File: config.mk
export PLATFORM = sky130hd
export DESIGN_NAME = led_pattern_arbiter
export DESIGN_NICKNAME = d
export VERILOG_FILES = /design/src/rtl/led_pattern_arbiter.sv
export SDC_FILE = /design/constraint.sdc
export NUM_CORES = 1
export LEC_CHECK = 0
export BUFFER_PORTS_ARGS = -buffer_cell sky130_fd_sc_hd__buf_2
export CAP_MARGIN = 40
export CORE_MARGIN = 1
export CORE_UTILIZATION = 53
export DETAILED_ROUTE_END_ITERATION = 7
export GPL_ROUTABILITY_DRIVEN = 0
export PLACE_DENSITY_LB_ADDON = 0.12
export SETUP_SLACK_MARGIN = 0.3
export SLEW_MARGIN = 20
export SYNTH_ARGS = -nofsm -noshare
export SYNTH_HDL_FRONTEND = slang
export SYNTH_SLANG_ARGS = --single-unit
File: constraint.sdc
create_clock -name i_clk -period 5.8 [get_ports i_clk]
set_input_delay 1.16 -clock i_clk [delete_from_list [all_inputs] [get_ports i_clk]]
set_output_delay 1.16 -clock i_clk [all_outputs]
set_load 0.01 [all_outputs]
File: src/rtl/led_pattern_arbiter.sv
// led_pattern_arbiter
//   Fixed-priority arbiter and pattern sequencer for one RGB LED. The owner's
//   colour, brightness, mode and parameter are latched when it is granted.
//   They are then played as steady, blink or fade on a slow tick, and the
//   result feeds the PWM block.
// Ports:
//   i_clk, i_rst_n      clock, async active-low reset
//   i_req[2:0]          per-source request, bit 2 highest priority
//   i_src_rgb[71:0]     per-source {R,G,B}, source i at [24i+23:24i]
//   i_src_dc[23:0]      per-source brightness, source i at [8i+7:8i]
//   i_src_mode[5:0]     per-source mode (00 OFF, 01 STEADY, 10 BLINK, 11 FADE)
//   i_src_param[23:0]   per-source blink half-period / fade step (0 acts as 1)
//   o_grant[2:0]        one-hot owner, zero when idle
//   o_red/green/blue_value, o_dc_value  registered codes to the PWM block
module led_pattern_arbiter #(
    parameter int TICK_CLKS = 384
) (
    input  logic        i_clk,
    input  logic        i_rst_n,
    input  logic [2:0]  i_req,
    input  logic [71:0] i_src_rgb,
    input  logic [23:0] i_src_dc,
    input  logic [5:0]  i_src_mode,
    input  logic [23:0] i_src_param,
    output logic [2:0]  o_grant,
    output logic [7:0]  o_red_value,
    output logic [7:0]  o_green_value,
    output logic [7:0]  o_blue_value,
    output logic [7:0]  o_dc_value
);
    localparam int CW = (TICK_CLKS > 1) ? $clog2(TICK_CLKS) : 1;

    typedef enum logic [2:0] {
        S_IDLE, S_STEADY, S_BLINK_ON, S_BLINK_OFF, S_FADE_UP, S_FADE_DOWN
    } state_t;

    typedef struct packed {
        logic [23:0] rgb;
        logic [7:0]  dc;
        logic [1:0]  mode;
        logic [7:0]  param;
    } fields_t;

    state_t        r_state, w_state_nxt;
    fields_t       r_fld, w_sel;
    logic [2:0]    r_grant, w_win;
    logic [CW-1:0] r_cnt, w_cnt_nxt;
    logic [7:0]    r_level, w_level_nxt;
    logic [7:0]    r_ph, w_ph_nxt;
    logic [7:0]    w_step;
    logic [8:0]    w_sum, w_dif;
    logic          w_chg, w_tick;
    logic [23:0]   w_rgb_nxt;
    logic [7:0]    w_dc_nxt;

    // The highest asserted request always wins. This covers preemption and
    // handover on a same-cycle drop without any extra owner-hold logic.
    always_comb begin
        w_win = 3'b000;
        w_sel = '{rgb: i_src_rgb[23:0], dc: i_src_dc[7:0],
                  mode: i_src_mode[1:0], param: i_src_param[7:0]};
        if (i_req[2]) begin
            w_win = 3'b100;
            w_sel = '{rgb: i_src_rgb[71:48], dc: i_src_dc[23:16],
                      mode: i_src_mode[5:4], param: i_src_param[23:16]};
        end else if (i_req[1]) begin
            w_win = 3'b010;
            w_sel = '{rgb: i_src_rgb[47:24], dc: i_src_dc[15:8],
                      mode: i_src_mode[3:2], param: i_src_param[15:8]};
        end else if (i_req[0]) begin
            w_win = 3'b001;
        end
    end

    assign w_chg  = (w_win != r_grant);
    assign w_tick = (r_cnt == CW'(TICK_CLKS - 1));
    assign w_step = (r_fld.param == 8'd0) ? 8'd1 : r_fld.param;
    // 9-bit fade arithmetic so the sum and difference saturate instead of wrapping.
    assign w_sum  = {1'b0, r_level} + {1'b0, w_step};
    assign w_dif  = {1'b0, r_level} - {1'b0, w_step};

    always_comb begin
        w_state_nxt = r_state;
        w_level_nxt = r_level;
        w_ph_nxt    = r_ph;
        w_cnt_nxt   = '0;
        if (w_chg) begin
            if (w_win == 3'b000)          w_state_nxt = S_IDLE;
            else if (w_sel.mode == 2'b10) w_state_nxt = S_BLINK_ON;
            else if (w_sel.mode == 2'b11) w_state_nxt = S_FADE_UP;
            else                          w_state_nxt = S_STEADY;
            w_level_nxt = 8'd0;
            w_ph_nxt    = 8'd0;
        end else if (r_state != S_IDLE) begin
            w_cnt_nxt = w_tick ? '0 : r_cnt + 1'b1;
            if (w_tick) begin
                case (r_state)
                    S_BLINK_ON, S_BLINK_OFF: begin
                        if (r_ph == w_step - 8'd1) begin
                            w_ph_nxt    = 8'd0;
                            w_state_nxt = (r_state == S_BLINK_ON) ? S_BLINK_OFF : S_BLINK_ON;
                        end else begin
                            w_ph_nxt = r_ph + 8'd1;
                        end
                    end
                    S_FADE_UP: begin
                        w_level_nxt = (w_sum > {1'b0, r_fld.dc}) ? r_fld.dc : w_sum[7:0];
                        if (w_level_nxt == r_fld.dc && r_fld.dc != 8'd0)
                            w_state_nxt = S_FADE_DOWN;
                    end
                    S_FADE_DOWN: begin
                        if (w_dif[8] || w_dif == 9'd0) begin
                            w_level_nxt = 8'd0;
                            w_state_nxt = S_FADE_UP;
                        end else begin
                            w_level_nxt = w_dif[7:0];
                        end
                    end
                    default: ;
                endcase
            end
        end
    end

    // Output codes follow the registered state, so they lag grant by one clock.
    always_comb begin
        w_rgb_nxt = r_fld.rgb;
        w_dc_nxt  = 8'd0;
        case (r_state)
            S_IDLE:      w_rgb_nxt = 24'd0;
            S_STEADY:    w_dc_nxt  = (r_fld.mode == 2'b01) ? r_fld.dc : 8'd0;
            S_BLINK_ON:  w_dc_nxt  = r_fld.dc;
            S_FADE_UP,
            S_FADE_DOWN: w_dc_nxt  = r_level;
            default:     w_dc_nxt  = 8'd0;
        endcase
    end

    always_ff @(posedge i_clk or negedge i_rst_n) begin
        if (!i_rst_n) begin
            r_state       <= S_IDLE;
            r_grant       <= 3'b000;
            r_fld         <= '0;
            r_cnt         <= '0;
            r_level       <= 8'd0;
            r_ph          <= 8'd0;
            o_red_value   <= 8'd0;
            o_green_value <= 8'd0;
            o_blue_value  <= 8'd0;
            o_dc_value    <= 8'd0;
        end else begin
            r_state <= w_state_nxt;
            r_grant <= w_win;
            if (w_chg) r_fld <= w_sel;
            r_cnt   <= w_cnt_nxt;
            r_level <= w_level_nxt;
            r_ph    <= w_ph_nxt;
            {o_red_value, o_green_value, o_blue_value} <= w_rgb_nxt;
            o_dc_value <= w_dc_nxt;
        end
    end

    assign o_grant = r_grant;
endmodule

After elaboration in Yosys (flattened, before gate mapping)
Cells that the tools add are included.
{"block": "totals", "in_bits": 131, "regBits": 105, "word_cells": 86, "out_inout_bits": 35}
{"block": "classes", "reduce_logical": 18, "add_sub_neg": 5, "n_mux": 34, "eq_ne": 15, "order_cmp": 1}
{"operator": "8-bit 2-to-1 mux", "n": 12}
{"operator": "42-bit 2-to-1 mux", "n": 2}
{"operator": "3-bit 2-to-1 mux", "n": 10}
{"operator": "9-bit 2-to-1 mux", "n": 3}
{"operator": "24-bit 2-to-1 mux", "n": 1}
{"operator": "8-bit case mux with 3 select lines", "n": 1}
{"operator": "8-bit equality test", "n": 2}
{"operator": "8-bit case mux with 2 select lines", "n": 1}
{"operator": "8-bit by 8-bit adder with 9-bit output", "n": 1}
{"operator": "9-bit by 1-bit adder with 9-bit output, second input constant", "n": 1}
{"operator": "9-bit equality test, second input constant", "n": 1}
{"operator": "9-bit by 8-bit greater-than comparator with 1-bit output", "n": 1}
{"operator": "9-bit logical NOT", "n": 1}
{"operator": "3-bit != test, second input constant", "n": 3}
{"operator": "3-bit case mux with 3 select lines", "n": 1}
{"operator": "8-bit by 8-bit subtractor with 9-bit output", "n": 1}
{"operator": "8-bit by 1-bit adder with 8-bit output, second input constant", "n": 1}
{"operator": "8-bit logical NOT", "n": 1}
{"operator": "8-bit nonzero test", "n": 1}
{"operator": "8-bit by 1-bit subtractor with 8-bit output, second input constant", "n": 1}
{"operator": "3-bit by 2-bit equality test with 1-bit output, second input constant", "n": 2}
{"operator": "3-bit equality test, second input constant", "n": 2}
{"operator": "3-bit logical NOT", "n": 2}
{"operator": "3-bit AND reduction", "n": 2}
{"operator": "other kinds (13)", "n": 19}

Logic depth before layout (Yosys ltp)
{"block": "logic_depth", "word_depth": 12, "ltp_mapped": 19, "mapped_depth_nobuf": 18}

Worst setup path before layout
OpenSTA, ideal clock, no wires.
{"block": "synth_path", "path_type": "flip-flop to flip-flop", "from": "reg r_fld[1] (netlist bit)", "to": "reg r_state[0]", "synth_period_minus_slack_ps": 4190, "path_slack_ps": 1610, "setup_time_ps": 129, "t_arrival_ps": 4060, "n_path_buf": 1, "required_ps": 5671, "path_stages_with_launch": 19, "path_cell_list": "dfrtp_1 nor4_2 a21o_1 ha_1 fa_1 nand2b_1 a211oi_1 o21ai_1 nand2b_1 xnor2_1 ha_1 or4_1 a221oi_1 o221ai_1 o21ai_0 nor2b_1 clkbuf_1 a311oi_1 o41a_1"}
{"block": "synth_via", "elab_chain_len": 9, "word_cells_on_any_way": 16}
{"item": "start: declaration", "line": "45", "rtl": "fields_t r_fld, w_sel;"}
{"item": "start signal: assignment", "line": "154", "rtl": "if (w_chg) r_fld <= w_sel;"}
{"item": "8-bit logical NOT", "line": "77", "rtl": "assign w_step = (r_fld.param == 8'd0) ? 8'd1 : r_fld.param;"}
{"item": "8-bit 2-to-1 mux *", "line": "77"}
{"item": "8-bit by 8-bit adder with 9-bit output", "line": "79", "rtl": "assign w_sum = {1'b0, r_level} + {1'b0, w_step};"}
{"item": "9-bit by 8-bit greater-than comparator with 1-bit output", "line": "107", "rtl": "w_level_nxt = (w_sum > {1'b0, r_fld.dc}) ? r_fld.dc : w_sum[7:0];"}
{"item": "8-bit 2-to-1 mux", "line": "107"}
{"item": "8-bit equality test", "line": "108", "rtl": "if (w_level_nxt == r_fld.dc && r_fld.dc != 8'd0)"}
{"item": "1-bit logical AND", "line": "108"}
{"item": "3-bit != test (no line)"}
{"item": "6-bit AND reduction (no line) *"}
{"item": "end signal: assignment", "line": "152", "rtl": "r_state <= w_state_nxt;"}
{"item": "end: declaration", "line": "44", "rtl": "state_t r_state, w_state_nxt;"}
Mark *: on every way between the ends. The rest lies on a longest branch, timed or not.
A chain may end at the register's enable or synchronous reset.

Worst setup path in the final report
{"block": "layout_path", "from": "reg r_fld[1] (netlist bit)", "to": "reg r_level[2]"}
{"block": "layout_via", "elab_chain_len": 10, "word_cells_on_any_way": 13}
{"item": "8-bit logical NOT", "line": "77"}
{"item": "8-bit 2-to-1 mux *", "line": "77"}
{"item": "parallel branches: the longest is 4 deep, another holds 8-bit by 8-bit adder with 9-bit output"}
{"item": "8-bit case mux with 2 select lines *", "line": "97", "rtl": "case (r_state)"}
{"item": "8-bit 2-to-1 mux *", "line": "96", "rtl": "if (w_tick) begin"}
{"item": "8-bit 2-to-1 mux *", "line": "94", "rtl": "end else if (r_state != S_IDLE) begin"}
{"item": "8-bit 2-to-1 mux *", "line": "87", "rtl": "if (w_chg) begin"}
{"item": "end signal: assignment", "line": "156", "rtl": "r_level <= w_level_nxt;"}
{"item": "end: declaration", "line": "48", "rtl": "logic [7:0] r_level, w_level_nxt;"}
Every way passes the cells marked *. The select of a mux whose other input is x is not followed.

==> results.md <==
- CP Launch Point: r_fld[1]
- Final period util: between 70% and 80%
- # Max-Cap Violations: 0
- LEAKAGE: 3.70 nW
- Wirelength per Cell: about 16 microns
- Initial antenna violation count: 1
- Clock Latency Late Sink: 0.35 ns
- ANT cells: 0
- Slack of the critical path: 1.31 ns
- Synth Register Bits: 105
- Worst Path Max Fanout: 10
- Slew Limit Fails: 0
- Worst Path Required: 6.02 ns
- Max VDD drop: 0.239 mV
- First-pass iteration count of the detailed router: 5
- Mean Syn Cell Area: 9.09 sq um
- Dpl hpwl: 12100 microns
- Die X: 111 microns
- Slowest Stage Delay on Critical Path: between 0.5 and 0.6 ns
- Vias/cell: 5.59
- WL final: 15900 microns
- FF-to-FF setup slack: 1.31 ns
- Asr flop ratio synth: 100%
- RSZ-0062 raised after global routing: false
- Synth area leader: dfrtp_1
- DIE AREA: around 12000 sq um
- First-pass GRT wire length: 26100 microns
- Vias in the first global route: 5351
- Setup TNS: 0 ns
- DIE HEIGHT: 111 microns
- Relative slew margins: 45.6%
- Post-DRT Antenna Nets: 0
- Ys Warns: 0
- Synth Flop Type: dfrtp_1
- Vias: roughly 5500
- Fmax: 0.223 GHz
- Worst Max-Slew Pin Slew: 0.815 ns
- Fin crit period: 4.49 ns
- Power per cell area: 265 nW/um^2
- Cell Rows: 39
- Hold Path Class: reg -> reg
- Final hold violations: 0
- Reg2Reg Capture Point: r_level[2]
- # IOs: roughly 170
- Largest net degree at the start of global routing: 90
- DRC: 0
- Worst-path cell chain: nor4_2, a21o_1, ha_1, fa_1, nand2b_1, a211oi_1, o21ai_1, nand2b_1, xnor2_1, ha_1, or4_1, a221oi_1, o221ai_1, o21ai_0, nor2b_1, buf_4, mux2i_1, a2bb2oi_1, o21ai_1
- TritonCTS buffer count: 9
- Setup violations, final: 0
- Crit. End Element: register
- Top Family by Delay on Critical Path: simple AND/OR/NAND/NOR gates
- Worst EP arrival: roughly 4.7 ns
- Post-CTS sizing: 0
- Sequential fraction of the synthesis area: 41.9%
- Reg2Reg Launch Point: r_fld[1]
- Clock-pin slew on the worst setup and hold paths: approximately 0.07 ns
- GRT Overall Usage: 26.6%
- Top cell type's share of synthesized area: 41.9%
- Most frequent cell after synthesis: dfrtp_1
- Hold buffer count at cts: 0
- Syn nets: 850
- Crit Path Class: reg -> reg
- GR Overflow Total: 0
- Mapped Cells: 690
- PortBufs: 165
- Place WS: between 1 and 1.5 ns
- Initial DRC count: 301
- Post-synth EDFFs: 0
- Mapped Area: 6270 sq um
- Area growth syn-to-layout: 19.7%
- Startpoint Class: register
- List of most frequent post-synthesis cells: dfrtp_1 (105), nand2_1 (82), o21ai_0 (71)
- Starting density of the core: 54.7%
- Nets: roughly 1000
- CP max-delay cell: or4_1
- Num Clock Sinks: between 100 and 150
- R2R cell count: 19
- Distinct cell type count after synthesis: 56
- Finished Layout Cells: a little under 1000
- Number of buffers and inverters on the critical path: 1
- Synth area leaders: dfrtp_1 (42%), mux2i_1 (7.8%), o21ai_0 (5.7%), ha_1 (5.4%), nand2_1 (4.9%)
- Crit path to: r_level[2]
- Layout cells sized above 1: 23.2%
- Clk root buf: clkbuf_16
- Setup repair bufs after CTS: 0
- Setup Skew: 0.0109 ns
- WP depth: 19
- H-tree depth: 3
- Core Area: 11500 sq um
- Clk buf depth: 2
- Placed Instances: between 900 and 1000
- CTS tree: yes
- Outcome: completed
[per-stage QoR]
stage | total power [mW] | hold slack, ns | instance area, sq um | util (%)
floorplan | 1.17 | 0.442 | 6270 | -
global placement | 1.34 | 0.453 | 7180 | 62.6
detailed placement | 1.35 | 0.462 | 7190 | 62.7
CTS | 2.00 | 0.476 | 7510 | 65.5
global route | 2.09 | 0.494 | 7510 | 65.5
finish | 1.99 | 0.470 | 7510 | 65.5
[layout make-up]
cell class                 instances  area [sq um]
tap                              143           179
inverter                          23          86.3
clock inverter                     5          78.8
sequential                       105          2630
clock buffer                      10           239
multi-input combinational        521          3420
timing repair buffer             172           885
fill                             954          3960
[power breakdown]
part           internal, mW  leakage [nW]  switching (mW)
Clock                 0.388         0.159           0.260
Combinational         0.215          2.18           0.272
Sequential            0.806          1.35          0.0511
[worst min-delay path by stage]
| stage | slack (ns) | cells after the start | end | startpoint |
|---|---|---|---|---|
| after floorplan | 0.44 | 2 | r_fld[18] | r_fld[18] |
| after global placement | 0.45 | 2 | r_fld[21] | r_fld[21] |
| after detailed placement | 0.46 | 2 | r_fld[36] | r_fld[36] |
| after CTS | 0.48 | 2 | r_fld[36] | r_fld[36] |
| after global routing | 0.49 | 2 | r_fld[39] | r_fld[39] |
| final | 0.47 | 2 | r_fld[36] | r_fld[36] |
[worst reg2reg max path: stages (launching register included)]
cell	delay (ns)
dfrtp_1	0.47
nor4_2	0.50
a21o_1	0.22
ha_1	0.20
fa_1	0.21
nand2b_1	0.09
a211oi_1	0.30
o21ai_1	0.09
nand2b_1	0.13
xnor2_1	0.11
ha_1	0.22
or4_1	0.52
a221oi_1	0.25
o221ai_1	0.16
o21ai_0	0.08
nor2b_1	0.14
buf_4	0.20
mux2i_1	0.22
a2bb2oi_1	0.17
o21ai_1	0.08
[placed cells by master (no fill, tap or decap), drive strengths merged, types with 2 or more instances in the layout]
| cell | instances |
|---|---|
| nor2b | 9 |
| a32oi | 2 |
| xnor2 | 23 |
| bufinv | 2 |
| inv | 24 |
| and2 | 26 |
| xor2 | 11 |
| a41oi | 2 |
| a31oi | 3 |
| nor3b | 5 |
| o221ai | 4 |
| buf | 172 |
| or4 | 2 |
| dfrtp | 105 |
| clkinv | 2 |
| nand2 | 82 |
| o31a | 2 |
| a22o | 10 |
| mux2i | 49 |
| nor4 | 4 |
| o21ai | 76 |
| o21a | 4 |
| and3 | 6 |
| or3 | 4 |
| fa | 2 |
| o21bai | 3 |
| nand2b | 6 |
| a21oi | 47 |
| nand3b | 9 |
| nor3 | 10 |
| o211ai | 5 |
| a211oi | 4 |
| nand4 | 3 |
| nand3 | 11 |
| xnor3 | 2 |
| nor2 | 53 |
| ha | 27 |
| clkbuf | 10 |
[flip-flops by register name, summed over array words and instances (netlist names)]
register / count
r_cnt: 9
o_grant: 3
r_state: 3
o_dc_value: 8
o_green_value: 8
o_red_value: 8
r_ph: 8
r_fld: 42
o_blue_value: 8
r_level: 8
[metal layers]
layer | track usage, % | routed length, microns
met4 | 10.0 | 396
met3 | 5.14 | 846
met5 | 0 | 0
met2 | 45.0 | 7990
met1 | 33.7 | 6660
[cell families (layout without fill, tap and decap cells)]
logic type	Yosys count	in the layout	share of synthesized area [%]
fa+ha+maj	29	29	6.02
flops	105	105	41.9
simple gates	234	234	18.1
compound gates	173	173	16.8
mux	49	49	7.82
buf+inv	64	210	3.91
xor+xnor	36	36	5.46
(Power assumes the default switching activity.)
